<file path="config.mk">
export PLATFORM = sky130hd
export DESIGN_NAME = pet_stats_engine_flat
export DESIGN_NICKNAME = d
export VERILOG_FILES = /design/src/rtl/pet_stats_engine_if.sv /design/src/rtl/pet_stats_engine.sv /design/src/flat_wrapper.sv
export SDC_FILE = /design/constraint.sdc
export NUM_CORES = 1
export LEC_CHECK = 0
export ABC_CLOCK_PERIOD_IN_PS = 4600
export CAP_MARGIN = 20
export CORE_MARGIN = 1
export CORE_UTILIZATION = 59
export CTS_CLUSTER_DIAMETER = 120
export CTS_CLUSTER_SIZE = 14
export DETAILED_ROUTE_END_ITERATION = 16
export PLACE_DENSITY = 0.79
export REMOVE_ABC_BUFFERS = 1
export SETUP_SLACK_MARGIN = 0.2
export SLEW_MARGIN = 20
export SYNTH_ARGS = -nofsm -noshare
export SYNTH_HDL_FRONTEND = slang
export SYNTH_SLANG_ARGS = --single-unit
</file>
<file path="constraint.sdc">
create_clock -name clk -period 4.6 [get_ports clk]
set_clock_uncertainty 0.1 [all_clocks]
set_input_delay 0.92 -clock clk [delete_from_list [all_inputs] [get_ports clk]]
set_output_delay 0.92 -clock clk [all_outputs]
set_load 0.05 [all_outputs]
</file>
<file path="src/rtl/pet_stats_engine_if.sv">
// Connection bundle between the input decoder, the pet stats engine and the status driver.
// The requester side drives enable, care actions and revive; the engine side returns stats and status.
interface pet_stats_engine_if #(
  parameter int NUM_STATS = 6,
  parameter int STAT_W    = 4
);
  logic                          ena;
  logic                          action_valid;
  logic [3:0]                    action_id;
  logic                          action_ready;
  logic                          revive;
  logic [NUM_STATS*STAT_W-1:0]   stats_flat;
  logic [NUM_STATS-1:0]          low_flags;
  logic [1:0]                    vital_state;
  logic                          tick;

  modport master (
    output ena, action_valid, action_id, revive,
    input  action_ready, stats_flat, low_flags, vital_state, tick
  );

  modport slave (
    input  ena, action_valid, action_id, revive,
    output action_ready, stats_flat, low_flags, vital_state, tick
  );
endinterface

</file>
<file path="src/rtl/pet_stats_engine.sv">
// Pet stats engine: saturating stat counters with LFSR-randomised periodic decay,
// care-action boosts over valid/ready, and an ALIVE/SICK/DEAD vitality machine.
module pet_stats_engine #(
  parameter int          NUM_STATS    = 6,
  parameter int          STAT_W       = 4,
  parameter int          TICK_COUNT   = 10_000_000,
  parameter int          INIT_VALUE   = 8,
  parameter int          BOOST        = 3,
  parameter int          LOW_THRESH   = 3,
  parameter int          DEATH_TICKS  = 4,
  parameter int          DECAY_RANDOM = 1,
  parameter logic [31:0] LFSR_SEED    = 32'h00001000
) (
  input logic               clk,
  input logic               rst_n,
  pet_stats_engine_if.slave bus
);

  localparam logic [1:0]  ST_ALIVE  = 2'b00;
  localparam logic [1:0]  ST_SICK   = 2'b01;
  localparam logic [1:0]  ST_DEAD   = 2'b10;
  localparam int          PRE_W     = (TICK_COUNT > 2) ? $clog2(TICK_COUNT) : 1;
  localparam int          CNT_W     = (DEATH_TICKS > 1) ? $clog2(DEATH_TICKS + 1) : 1;
  localparam int          FLAT_W    = NUM_STATS * STAT_W;
  localparam logic [31:0] LFSR_TAPS = 32'h80200003;
  localparam logic [PRE_W-1:0]  PRE_LAST  = PRE_W'(TICK_COUNT - 1);
  localparam logic [STAT_W-1:0] STAT_MAX  = {STAT_W{1'b1}};
  localparam logic [FLAT_W-1:0] INIT_FLAT = {NUM_STATS{STAT_W'(INIT_VALUE)}};

  function automatic logic [31:0] lfsr_next(input logic [31:0] v);
    return {1'b0, v[31:1]} ^ (v[0] ? LFSR_TAPS : 32'h0000_0000);
  endfunction

  function automatic logic [STAT_W-1:0] sat_dec(input logic [STAT_W-1:0] v, input logic [1:0] d);
    return (32'(v) > 32'(d)) ? STAT_W'(32'(v) - 32'(d)) : {STAT_W{1'b0}};
  endfunction

  function automatic logic [STAT_W-1:0] sat_boost(input logic [STAT_W-1:0] v);
    return ((32'(v) + 32'(BOOST)) > 32'(STAT_MAX)) ? STAT_MAX : STAT_W'(32'(v) + 32'(BOOST));
  endfunction

  function automatic logic [NUM_STATS-1:0] low_of(input logic [FLAT_W-1:0] f);
    logic [NUM_STATS-1:0] r;
    r = {NUM_STATS{1'b0}};
    for (int i = 0; i < NUM_STATS; i++) begin
      r[i] = (32'(f[i*STAT_W +: STAT_W]) < 32'(LOW_THRESH));
    end
    return r;
  endfunction

  logic [PRE_W-1:0]     presc_r;
  logic [31:0]          lfsr_r;
  logic                 tick_r;
  logic [FLAT_W-1:0]    stats_r;
  logic [NUM_STATS-1:0] low_r;
  logic [1:0]           state_r;
  logic [CNT_W-1:0]     cnt_r;

  logic                 dead_s;
  logic                 ready_s;
  logic                 xfer_s;
  logic                 decay_s;
  logic                 any_zero_s;
  logic [FLAT_W-1:0]    stats_nxt_s;
  logic [STAT_W-1:0]    cur_s;
  logic [STAT_W-1:0]    val_s;
  logic [1:0]           dec_s;
  logic [CNT_W-1:0]     cnt_inc_s;

  // Handshake qualification and the per-stat decay-then-boost datapath.
  always_comb begin
    dead_s      = (state_r == ST_DEAD);
    ready_s     = bus.ena && !dead_s;
    xfer_s      = bus.action_valid && ready_s;
    decay_s     = bus.ena && tick_r && !dead_s;
    cnt_inc_s   = cnt_r + CNT_W'(1);
    stats_nxt_s = stats_r;
    any_zero_s  = 1'b0;
    cur_s       = {STAT_W{1'b0}};
    val_s       = {STAT_W{1'b0}};
    dec_s       = 2'd1;
    for (int i = 0; i < NUM_STATS; i++) begin
      cur_s = stats_r[i*STAT_W +: STAT_W];
      dec_s = ((DECAY_RANDOM != 0) && lfsr_r[i]) ? 2'd2 : 2'd1;
      val_s = decay_s ? sat_dec(cur_s, dec_s) : cur_s;
      if (xfer_s && (32'(bus.action_id) == 32'(i))) begin
        val_s = sat_boost(val_s);
      end else begin
        val_s = val_s;
      end
      stats_nxt_s[i*STAT_W +: STAT_W] = val_s;
      if (val_s == {STAT_W{1'b0}}) begin
        any_zero_s = 1'b1;
      end else begin
        any_zero_s = any_zero_s;
      end
    end
  end

  // Prescaler and LFSR; tick is raised for the cycle after the prescaler wraps.
  always_ff @(posedge clk or negedge rst_n) begin
    if (!rst_n) begin
      presc_r <= {PRE_W{1'b0}};
      lfsr_r  <= LFSR_SEED;
      tick_r  <= 1'b0;
    end else if (bus.ena) begin
      lfsr_r <= lfsr_next(lfsr_r);
      if (presc_r == PRE_LAST) begin
        presc_r <= {PRE_W{1'b0}};
        tick_r  <= 1'b1;
      end else begin
        presc_r <= presc_r + PRE_W'(1);
        tick_r  <= 1'b0;
      end
    end else begin
      presc_r <= presc_r;
      lfsr_r  <= lfsr_r;
      tick_r  <= tick_r;
    end
  end

  // Stat registers, low flags and vitality state; the FSM only moves on decay ticks or revive.
  always_ff @(posedge clk or negedge rst_n) begin
    if (!rst_n) begin
      stats_r <= INIT_FLAT;
      low_r   <= low_of(INIT_FLAT);
      state_r <= ST_ALIVE;
      cnt_r   <= {CNT_W{1'b0}};
    end else if (!bus.ena) begin
      stats_r <= stats_r;
      low_r   <= low_r;
      state_r <= state_r;
      cnt_r   <= cnt_r;
    end else if (dead_s) begin
      if (bus.revive) begin
        stats_r <= INIT_FLAT;
        low_r   <= low_of(INIT_FLAT);
        state_r <= ST_ALIVE;
        cnt_r   <= {CNT_W{1'b0}};
      end else begin
        stats_r <= stats_r;
        low_r   <= low_r;
        state_r <= state_r;
        cnt_r   <= cnt_r;
      end
    end else begin
      stats_r <= stats_nxt_s;
      low_r   <= low_of(stats_nxt_s);
      if (decay_s) begin
        case (state_r)
          ST_ALIVE: begin
            if (any_zero_s) begin
              state_r <= (DEATH_TICKS <= 1) ? ST_DEAD : ST_SICK;
              cnt_r   <= CNT_W'(1);
            end else begin
              state_r <= ST_ALIVE;
              cnt_r   <= {CNT_W{1'b0}};
            end
          end
          ST_SICK: begin
            if (!any_zero_s) begin
              state_r <= ST_ALIVE;
              cnt_r   <= {CNT_W{1'b0}};
            end else if (32'(cnt_inc_s) >= 32'(DEATH_TICKS)) begin
              state_r <= ST_DEAD;
              cnt_r   <= cnt_inc_s;
            end else begin
              state_r <= ST_SICK;
              cnt_r   <= cnt_inc_s;
            end
          end
          default: begin
            state_r <= ST_ALIVE;
            cnt_r   <= {CNT_W{1'b0}};
          end
        endcase
      end else begin
        state_r <= state_r;
        cnt_r   <= cnt_r;
      end
    end
  end

  assign bus.action_ready = ready_s;
  assign bus.stats_flat   = stats_r;
  assign bus.low_flags    = low_r;
  assign bus.vital_state  = state_r;
  assign bus.tick         = tick_r & bus.ena;

endmodule

</file>
<file path="src/flat_wrapper.sv">
// flat-port wrapper written by rule: the top's interface ports become plain ports
module pet_stats_engine_flat 
#(
  parameter int          NUM_STATS    = 6,
  parameter int          STAT_W       = 4,
  parameter int          TICK_COUNT   = 10_000_000,
  parameter int          INIT_VALUE   = 8,
  parameter int          BOOST        = 3,
  parameter int          LOW_THRESH   = 3,
  parameter int          DEATH_TICKS  = 4,
  parameter int          DECAY_RANDOM = 1,
  parameter logic [31:0] LFSR_SEED    = 32'h00001000
)
  (clk, rst_n, bus_ena, bus_action_valid, bus_action_id, bus_revive, bus_action_ready, bus_stats_flat, bus_low_flags, bus_vital_state, bus_tick);
  pet_stats_engine_if #(.NUM_STATS(NUM_STATS), .STAT_W(STAT_W)) bus_i ();
  input logic clk;
  input logic rst_n;
  input wire logic [$bits(bus_i.ena)-1:0] bus_ena;
  input wire logic [$bits(bus_i.action_valid)-1:0] bus_action_valid;
  input wire logic [$bits(bus_i.action_id)-1:0] bus_action_id;
  input wire logic [$bits(bus_i.revive)-1:0] bus_revive;
  output wire logic [$bits(bus_i.action_ready)-1:0] bus_action_ready;
  output wire logic [$bits(bus_i.stats_flat)-1:0] bus_stats_flat;
  output wire logic [$bits(bus_i.low_flags)-1:0] bus_low_flags;
  output wire logic [$bits(bus_i.vital_state)-1:0] bus_vital_state;
  output wire logic [$bits(bus_i.tick)-1:0] bus_tick;
  assign bus_i.ena = bus_ena;
  assign bus_i.action_valid = bus_action_valid;
  assign bus_i.action_id = bus_action_id;
  assign bus_i.revive = bus_revive;
  assign bus_action_ready = bus_i.action_ready;
  assign bus_stats_flat = bus_i.stats_flat;
  assign bus_low_flags = bus_i.low_flags;
  assign bus_vital_state = bus_i.vital_state;
  assign bus_tick = bus_i.tick;
  pet_stats_engine #(.NUM_STATS(NUM_STATS), .STAT_W(STAT_W), .TICK_COUNT(TICK_COUNT), .INIT_VALUE(INIT_VALUE), .BOOST(BOOST), .LOW_THRESH(LOW_THRESH), .DEATH_TICKS(DEATH_TICKS), .DECAY_RANDOM(DECAY_RANDOM), .LFSR_SEED(LFSR_SEED)) u_core (.clk(clk), .rst_n(rst_n), .bus(bus_i));
endmodule
</file>
==> flow_summary.json <==
{
  "final_common_cell": "sky130_fd_sc_hd__dfrtp_1",
  "synth_top_cells_by_area": "sky130_fd_sc_hd__dfrtp_1 (36%), sky130_fd_sc_hd__mux2_2 (5.6%), sky130_fd_sc_hd__nand2_1 (4.4%), sky130_fd_sc_hd__ha_1 (4.3%), sky130_fd_sc_hd__o21ai_0 (3.5%)",
  "fp.dieH_um": 101,
  "static-leakage-power_nw": 2.76,
  "cts_hold_buf": 0,
  "timing.setup.tns_ns": 0,
  "cts_made_buffers": 9,
  "cts.sinks": 91,
  "path_max_fanout": 5,
  "detail_route.first_pass.iterations": 7,
  "most_area_hungry_cell_type_in_the_yosys_netlist": "sky130_fd_sc_hd__dfrtp_1",
  "slowest_delay_ns": 0.52,
  "cp_data_arrival_time_ns": 4.25,
  "number_of_routed_nets_with_antenna_violations": 0,
  "crit_path_top_delay_cell": "sky130_fd_sc_hd__fa_1",
  "drive_above_1_share": 0.133,
  "layout_common_cells": "sky130_fd_sc_hd__dfrtp_1 (84), sky130_fd_sc_hd__nand2_1 (68), sky130_fd_sc_hd__nor2_1 (44)",
  "crit_buf_inv": 2,
  "coreArea_um2": 9370,
  "die_w_um": 101,
  "final_hold_violations": 0,
  "vdd_ir_drop_max_v": 0.000361,
  "vias": 4989,
  "antenna_found_initial": 0,
  "post-cts-setup-buffers": 0,
  "synth_enable_flop_cells": 0,
  "synthesis.yosys.warnings": 0,
  "crit_path_start_kind": "register",
  "layout.cell_area.non_filler_um2": 6570,
  "post-route-period-util": 0.878,
  "grt_overflow": 0,
  "first_global_vias": 4931,
  "diodes": 0,
  "power_density_nw_per_um2": 426,
  "io-pin-count": 43,
  "drt_iter0_drc": 446,
  "port_buffers": 42,
  "clk_pin_slew_worst_paths_ns": 0.10,
  "routed_via_density": 6.29,
  "all_layer_global_routing_usage": 0.302,
  "synth.top_cell.area_share": 0.364,
  "timing.final.setup_violations": 0,
  "placed_inst_area_um2": 6340,
  "syn-mean-instance-area_um2": 9.33,
  "cts-root-buf": "sky130_fd_sc_hd__clkbuf_8",
  "report.final.slew_viol_count": 0,
  "crit_path_cell_trace": "inv_1 > ha_1 > inv_1 > fa_1 > nand3_1 > o21a_1 > ha_1 > nor4_2 > mux2_2 > nor2_1 > o31ai_1 > nor4b_1 > a2111oi_4 > nand3_2 > a32o_1",
  "synthesis.area_um2": 5780,
  "synthesis.instances": 620,
  "critPathCaptureType": "register",
  "slew_headroom": 0.463,
  "finalWorstPathRequiredPeriod_ns": 4.04,
  "timing.fmax_ghz": 0.248,
  "worstHoldPathType": "register to register",
  "ys_ff_latch": 91,
  "cpLargestDelayFamily": "simple AND/OR/NAND/NOR gates",
  "fp.dieArea_um2": 10200,
  "yosysUniqueCellTypes": 71,
  "cts.repair.resized": 0,
  "cts-root-to-sink-buffers": 2,
  "timing_worst_slew_pin_value_ns": 0.806,
  "grt_max_degree": 66,
  "rows": 35,
  "run_status": "finished clean",
  "cts_tree": "yes",
  "yosys_most_used_dff": "sky130_fd_sc_hd__dfrtp_1",
  "synthArstFlopShare": 1.00,
  "num-nets-final": 694,
  "cts.htree.levels": 3,
  "routabilityCongestion": 1.02,
  "drt-wirelength-per-cell_um": 17.8,
  "worst-endpoint-required_ns": 4.81,
  "grt_setup_unrepaired": "no",
  "max_cap_violations": 0,
  "path_class": "register to register",
  "drt_wl_total_mm": 14.1,
  "grt_pass1_wl_mm": 23.9,
  "route.detailed.drc": 0,
  "syn2layout_area_growth_pct": 13.7,
  "initial_utilization": 0.617,
  "ys_seq_area_frac": 0.395,
  "worstSkewPairLatency_ns": 0.37,
  "dpl.hpwl_mm": 10.1
}
[flip-flops by register name (all words and copies together), names as in the netlist]
register and cells:
u_core.tick_r 1, u_core.bus.low_flags 6, u_core.bus.stats_flat 24, u_core.cnt_r 3
u_core.bus.vital_state 1, u_core.presc_r 24, u_core.lfsr_r 32
[area by class of cell]
cell class / instances / area (um2)
clock buffer: 9 / 124
clock inverter: 7 / 108
fill: 721 / 2800
inverter: 36 / 135
multi-input combinational: 466 / 3240
sequential: 91 / 2290
tap: 129 / 161
timing repair buffer: 55 / 520
[metal layers]
metal  track usage  up-vias  part of all wire
met5             0        -                 0
met4         0.110        0             0.029
met3        0.0472       43             0.075
met2         0.494      210              0.47
met1         0.409     2416              0.43
li1              -     2320                 -
[cell families (layout without fill, tap and decap cells)]
| family | Yosys count | after routing | synth area share |
|---|---|---|---|
| compound gates | 137 | 137 | 0.161 |
| fa+ha+maj | 26 | 26 | 0.0641 |
| buf+inv | 63 | 107 | 0.0461 |
| mux | 44 | 44 | 0.0824 |
| xor+xnor | 27 | 27 | 0.0409 |
| simple gates | 232 | 232 | 0.210 |
| flops | 91 | 91 | 0.395 |
[worst register-to-register path: cells and delay by family, from the launching register on]
family	cells	cell delay, ns
flip-flops	1	0.41
buffers and inverters	2	0.25
AND/OR/NAND/NOR	5	1.34
AO/OA/AOI/OAI	4	0.57
multiplexers	1	0.39
adder cells (fa/ha/maj)	3	0.93
[through the flow]
step | setup slack, ns | hold WS [ns] | std cells | total power, mW | utilization
final | 0.561 | 0.379 | 793 | 2.80 | 0.701
after global routing | 0.276 | 0.389 | 793 | 2.96 | 0.701
after CTS | 0.617 | 0.375 | 793 | 2.80 | 0.701
after detailed placement | 0.423 | 0.361 | 777 | 2.15 | 0.677
after global placement | 0.552 | 0.355 | 777 | 2.09 | 0.677
after floorplan | 0.138 | 0.338 | 593 | 1.84 | -
[where the power goes]
part           internal, mW  switching [mW]  total (mW)
Clock                 0.318           0.326       0.644
Combinational         0.424           0.566       0.990
Sequential            0.995           0.168        1.16
Total                  1.74            1.06        2.80
[synth_stat cells (4+ instances only)]
cell                       instances
sky130_fd_sc_hd__dfrtp_1          84
sky130_fd_sc_hd__nand2_1          68
sky130_fd_sc_hd__nor2_1           44
sky130_fd_sc_hd__o21ai_0          41
sky130_fd_sc_hd__inv_1            35
sky130_fd_sc_hd__mux2_2           29
sky130_fd_sc_hd__nor3_1           22
sky130_fd_sc_hd__a21oi_1          21
sky130_fd_sc_hd__ha_1             20
sky130_fd_sc_hd__xnor2_1          20
sky130_fd_sc_hd__clkbuf_1         17
sky130_fd_sc_hd__nand3_1          16
sky130_fd_sc_hd__mux2i_1          15
sky130_fd_sc_hd__nand4_1          12
sky130_fd_sc_hd__nor2b_1          11
sky130_fd_sc_hd__a211oi_1          8
sky130_fd_sc_hd__nor4_1            8
sky130_fd_sc_hd__o22ai_1           8
sky130_fd_sc_hd__and3_1            7
sky130_fd_sc_hd__dfstp_2           7
sky130_fd_sc_hd__xor2_1            7
sky130_fd_sc_hd__fa_1              6
sky130_fd_sc_hd__nand2b_1          6
sky130_fd_sc_hd__nor4b_1           6
sky130_fd_sc_hd__o31ai_1           6
sky130_fd_sc_hd__a21boi_0          5
sky130_fd_sc_hd__a32o_1            5
sky130_fd_sc_hd__o211ai_1          5
sky130_fd_sc_hd__a22o_1            4
sky130_fd_sc_hd__and4_1            4
sky130_fd_sc_hd__o21a_1            4
sky130_fd_sc_hd__or4_1             4
[final timing paths]
kind	endpoint	slack, ns	start	cells past startpoint
setup / recovery	u_core.cnt_r[0]	0.56	u_core.lfsr_r[1]	15
hold / removal	u_core.presc_r[4]	0.38	u_core.presc_r[4]	1
setup reg to reg	u_core.cnt_r[0]	0.56	u_core.lfsr_r[1]	15
hold reg to reg	u_core.presc_r[4]	0.38	u_core.presc_r[4]	1
max in group asynchronous	u_core.bus.stats_flat[23]	3.00	rst_n	2
min in group asynchronous	u_core.bus.stats_flat[14]	0.51	rst_n	1
Power figures use the tool's default switching activity.
